**config.mk**
```make
export PLATFORM = sky130hd
export DESIGN_NAME = arbiter_x4
export DESIGN_NICKNAME = d
export VERILOG_FILES = /design/src/rtl/arbiter_x4_pkg.sv /design/src/rtl/arbiter_x4_rr_pick.sv /design/src/rtl/arbiter_x4.sv
export SDC_FILE = /design/constraint.sdc
export NUM_CORES = 1
export LEC_CHECK = 0
export BUFFER_PORTS_ARGS = -buffer_cell sky130_fd_sc_hd__buf_2
export CORE_AREA = 2 2 39 41
export CTS_CLUSTER_DIAMETER = 50
export DETAILED_ROUTE_END_ITERATION = 6
export DIE_AREA = 0 0 41 43
export PLACE_DENSITY = 0.72
export SLEW_MARGIN = 15
export SYNTH_ARGS = -nofsm -noshare
export SYNTH_HDL_FRONTEND = slang
export SYNTH_SLANG_ARGS = --single-unit
export TNS_END_PERCENT = 100
```
**constraint.sdc**
```tcl
create_clock -name clk -period 2.5 [get_ports clk]
set_input_delay 0.25 -clock clk [delete_from_list [all_inputs] [get_ports clk]]
set_output_delay 0.25 -clock clk [all_outputs]
set_load 0.02 [all_outputs]
```
**src/rtl/arbiter_x4_pkg.sv**
```systemverilog
// Shared constants and state encoding for the 4-way round-robin arbiter.
package arbiter_x4_pkg;

  localparam int ARB_N = 4;
  localparam logic [1:0] ARB_PTR_RST = 2'd3;

  typedef enum logic [1:0] {
    ST_IDLE  = 2'd0,
    ST_GRANT = 2'd1,
    ST_GAP   = 2'd2
  } state_t;

endpackage

```
**src/rtl/arbiter_x4_rr_pick.sv**
```systemverilog
// Combinational round-robin picker: the first requester after ptr (wrapping) wins.
module rr_pick_x4
  import arbiter_x4_pkg::*;
(
  input  logic [ARB_N-1:0] req,
  input  logic [1:0]       ptr,
  output logic [1:0]       id,
  output logic             any
);

  logic [1:0]         sh;
  logic [2*ARB_N-1:0] dbl;
  logic [ARB_N-1:0]   rot;
  logic [1:0]         off;

  // Rotate so the highest-priority requester lands in bit 0, then pick the lowest set bit.
  assign sh  = ptr + 2'd1;
  assign dbl = {req, req} >> sh;
  assign rot = dbl[ARB_N-1:0];

  always_comb begin
    off = 2'd0;
    for (int i = ARB_N - 1; i >= 0; i--) begin
      if (rot[i]) off = 2'(i);
    end
  end

  assign id  = off + sh;
  assign any = |req;

endmodule

```
**src/rtl/arbiter_x4.sv**
```systemverilog
// Round-robin arbiter for 4 requesters with a forced turnaround cycle between grants.
// Optional hold limit enabled by defining ARB_TIMEOUT_EN.
module arbiter_x4
  import arbiter_x4_pkg::*;
#(
  parameter int MAX_HOLD = 16,
  parameter int CNT_W    = 5
) (
  input  logic             clk,
  input  logic             reset,
  input  logic [ARB_N-1:0] req,
  output logic [ARB_N-1:0] grant,
  output logic [1:0]       gnt_id,
  output logic             busy,
  output logic             timeout,
  output state_t           dbg_state
);

  if (MAX_HOLD < 1 || (64'd1 << CNT_W) <= 64'(MAX_HOLD)) begin : g_bad_cfg
    $error("arbiter_x4: need MAX_HOLD >= 1 and 2**CNT_W > MAX_HOLD");
  end

  state_t           state_q, state_d;
  logic [1:0]       ptr_q, ptr_d;
  logic [ARB_N-1:0] grant_q, grant_d;
  logic [1:0]       id_q, id_d;
  logic             timeout_q, timeout_d;
  logic [1:0]       pick_id;
  logic             pick_any;
`ifdef ARB_TIMEOUT_EN
  logic [CNT_W-1:0] cnt_q, cnt_d;
`endif

  rr_pick_x4 u_pick (
    .req (req),
    .ptr (ptr_q),
    .id  (pick_id),
    .any (pick_any)
  );

  always_comb begin
    state_d   = state_q;
    ptr_d     = ptr_q;
    grant_d   = grant_q;
    id_d      = id_q;
    timeout_d = 1'b0;
`ifdef ARB_TIMEOUT_EN
    cnt_d     = cnt_q;
`endif
    case (state_q)
      ST_GRANT: begin
        // A normal release outranks the hold limit on the same edge.
        if (!req[id_q]) begin
          state_d = ST_GAP;
          grant_d = '0;
          id_d    = 2'd0;
          ptr_d   = id_q;
        end
`ifdef ARB_TIMEOUT_EN
        else if (cnt_q == CNT_W'(MAX_HOLD)) begin
          state_d   = ST_GAP;
          grant_d   = '0;
          id_d      = 2'd0;
          ptr_d     = id_q;
          timeout_d = 1'b1;
        end else begin
          cnt_d = cnt_q + CNT_W'(1);
        end
`endif
      end
      default: begin
        // IDLE and GAP both arbitrate among whatever is requesting right now.
        if (pick_any) begin
          state_d = ST_GRANT;
          grant_d = ARB_N'(1) << pick_id;
          id_d    = pick_id;
`ifdef ARB_TIMEOUT_EN
          cnt_d   = CNT_W'(1);
`endif
        end else begin
          state_d = ST_IDLE;
          grant_d = '0;
          id_d    = 2'd0;
        end
      end
    endcase
  end

  always_ff @(posedge clk) begin
    if (reset) begin
      state_q   <= ST_IDLE;
      ptr_q     <= ARB_PTR_RST;
      grant_q   <= '0;
      id_q      <= 2'd0;
      timeout_q <= 1'b0;
`ifdef ARB_TIMEOUT_EN
      cnt_q     <= '0;
`endif
    end else begin
      state_q   <= state_d;
      ptr_q     <= ptr_d;
      grant_q   <= grant_d;
      id_q      <= id_d;
      timeout_q <= timeout_d;
`ifdef ARB_TIMEOUT_EN
      cnt_q     <= cnt_d;
`endif
    end
  end

  assign grant     = grant_q;
  assign gnt_id    = id_q;
  assign busy      = |grant_q;
  assign timeout   = timeout_q;
  assign dbg_state = state_q;

endmodule

```
==> impl_metrics.csv <==
group,metric,value,unit
sta,hold_ws,0.248,ns
cells_and_area,nets,90,
setup_path,r2r-start,"ptr_q[0]$_SDFFE_PP1P_",
synth,synth_cell_types,35,
clocking,h-tree-depth,1,
clocking,clk_latency,0.27,ns
pwr,p_per_area,863,nW/um^2
setup_path,startpoint_type,"flip-flop",
global_route,grt_max_degree,11,
synth,synth-edff-count,0,
setup_path,crit_arrival,2.38,ns
global_route,grt_pass1_vias,478,
floorplan,die_x,41,um
synth,ys_warn_count,0,
cells_and_area,antenna_cells,0,
worst_hold_path,hp-class,"input port to flip-flop",
setup_path,cp.depth,7,
setup_path,reg2reg_slack,0.28,ns
setup_path,cp-endpoint,"grant[3]$_SDFFE_PP0P_",
sta,fin_crit,2.22,ns
route,drtPass1Iterations,4,
route,drc_errors,0,
placed_design,portBuffers,14,
setup_path,path_class,"flip-flop to flip-flop",
setup_path,worstPathRequired,2.66,ns
global_route,grt_util_all_layers,17.0,%
flow_run,cap_violations,0,
placed_design,dpl.hpwl,912,um
sta,post-route-period-util,88.8,%
setup_path,r2r_end,"grant[3]$_SDFFE_PP0P_",
synth,syn_inst,69,
sta,finClkSkew,0.000544,ns
pwr,vdd_drop_max,424,uV
synth,ys.flop_type,"dfxtp_1",
synth,ys_async_sr_fraction,0,%
floorplan,die_area,1760,sq um
clocking,cts-buffers-inserted,3,
synth,seq_area_frac_synth,32.3,%
clocking,cts_setup_buffers,0,
synth,synth_area_leaders,"dfxtp_1, buf_6, nor2_1, mux4_2, o211ai_1",
floorplan,core-area,1380,sq um
floorplan,die_h,43,um
pwr,p_sw,226,uW
outcome,status,"finished, final reports clean",
cells_and_area,layout-drive-gt1-share,31.7,%
sta,hold_viol,0,
setup_path,cp_cell_sequence,"or4_2 > o211ai_1 > ha_1 > xnor2_1 > xnor2_1 > xnor2_2 > a32o_1",
clocking,clkSlewWorstSetupHoldPaths,0.07,ns
route,vias,551,
synth,ys_ff_latch,10,
pwr,p_int,379,uW
synth,syn_nets,76,
synth,synth_area_leader_cell,"dfxtp_1",
route,avgViaCountPerCell,5.62,
pwr,pwr-share-clk,24.5,%
synth,netlist.area_leader.share,32.3,%
pwr,leakage,0.313,nW
floorplan,rows,14,
cells_and_area,final_cell_mix,"buf_2, dfxtp_1, nor2_1, nand2_1, inv_1",
cells_and_area,fillers,136,
sta,setup_violations,0,
pwr,finalPower,605,uW
sta,fin_setup_tns,0,ns
placed_design,gp_congestion,0.782,
global_route,grt_pass1_wl,2060,um
cells_and_area,final_common_cell,"buf_2",
floorplan,start_util,44.8,%
floorplan,ios,16,
clocking,cts_tree,"built",
setup_path,cp_max_fo,10,
clocking,hold_buffers,0,
route,first_iter_violations,8,
setup_path,cp-end-kind,"flip-flop",
sta,max_freq,0.450,GHz
setup_path,critPathBufInv,0,
clocking,cts_num_sinks,10,
setup_path,cp_top_family,"simple AND/OR/NAND/NOR gates",
setup_path,critPathMaxStageDelay,0.68,ns
clocking,ctsResizeCount,0,
setup_path,timing.critical_path.mode_cell,"xnor2_1",
clocking,clockBufferDepth,2,
pwr,swShare,37.3,%
setup_path,slowest_stage,"or4_2",
sta,rsz0062_at_grt,"false",
cells_and_area,syn2layout_area_growth,13.1,%
synth,syn_area,619,sq um
sta,drv_slew,0,
global_route,grt_overflow,0,
route,postRouteAntennaNets,0,
synth,syn_avg_cell_area,8.98,sq um
setup_path,r2r_cells,7,
route,drt_wl_total,1180,um
route,wl_per_cell,12.1,um
clocking,root_buffer,"clkbuf_4",
pwr,p_comb_share,39.4,%
pwr,seqPwrFrac,36.0,%
global_route,antenna_found_initial,0,
setup_path,crit_start,"ptr_q[0]$_SDFFE_PP1P_",
power groups by stage:
stage          Combinational (mW)  Sequential, mW  Clock (mW)
2_1_floorplan               0.167           0.241           0
3_3_place_gp                0.236           0.221           0
3_5_place_dp                0.239           0.222           0
4_1_cts                     0.241           0.218       0.151
5_1_grt                     0.260           0.223       0.155
6_report                    0.239           0.218       0.148
through the flow:
step	instances	area [sq um]	util (%)	setup slack, ns
finish	98	701	50.6	0.280
global route	98	701	50.6	0.132
CTS	98	701	50.6	0.269
detailed placement	94	664	48.0	0.276
global placement	94	664	48.0	0.311
floorplan	69	619	-	0.358
layout make-up:
class	count	area (sq um)	area share, %
tap	16	20.0	2.86
multi-input combinational	49	355	50.7
sequential	10	200	28.6
inverter	5	18.8	2.68
timing repair buffer	14	70.1	10.0
clock buffer	4	36.3	5.18
how the worst min path moves through the flow:
stage	startpoint	endpoint	depth (start not counted)
2_1_floorplan	grant[1]$_SDFFE_PP0P_	grant[1]$_SDFFE_PP0P_	2
3_3_place_gp	grant[1]$_SDFFE_PP0P_	grant[1]$_SDFFE_PP0P_	2
3_5_place_dp	grant[1]$_SDFFE_PP0P_	grant[1]$_SDFFE_PP0P_	2
4_1_cts	reset	dbg_state[1]$_SDFFE_PP0P_	2
5_1_grt	reset	dbg_state[0]$_SDFFE_PP0P_	2
6_report	reset	dbg_state[0]$_SDFFE_PP0P_	2
synthesized netlist by cell type (all sizes together) (2+ instances only):
master,instances
or2,3
nand3,2
o32ai,2
o211ai,3
a21oi,2
a32o,2
nor2b,3
xnor2,3
dfxtp,10
nor2,8
inv,5
or4,2
nand2,5
buf,4
per-layer routing:
metal | track usage [%] | share of wire (%) | routed length (um)
met5 | 0 | 0 | 0
met2 | 22.8 | 48 | 571
met4 | 8.00 | 1.4 | 16
met3 | 4.19 | 5.2 | 61
met1 | 24.8 | 45 | 533
registers in the layout, summed over array words and instances (netlist names):
register	cells
dbg_state	2
gnt_id	2
grant	4
ptr_q	2
logic make-up (layout without fill, tap and decap cells):
kind of cell / Yosys count / count (layout) / share of synthesized area (%)
flip-flops: 10 / 10 / 32.3
AND/OR/NAND/NOR: 27 / 27 / 23.4
other: 1 / 1 / 0.605
adder cells (fa/ha/maj): 1 / 1 / 2.02
XOR/XNOR: 3 / 3 / 5.46
multiplexers: 1 / 1 / 3.64
AO/OA/AOI/OAI: 16 / 16 / 22.2
buffers and inverters: 10 / 23 / 10.3
Power figures use the tool's default switching activity.
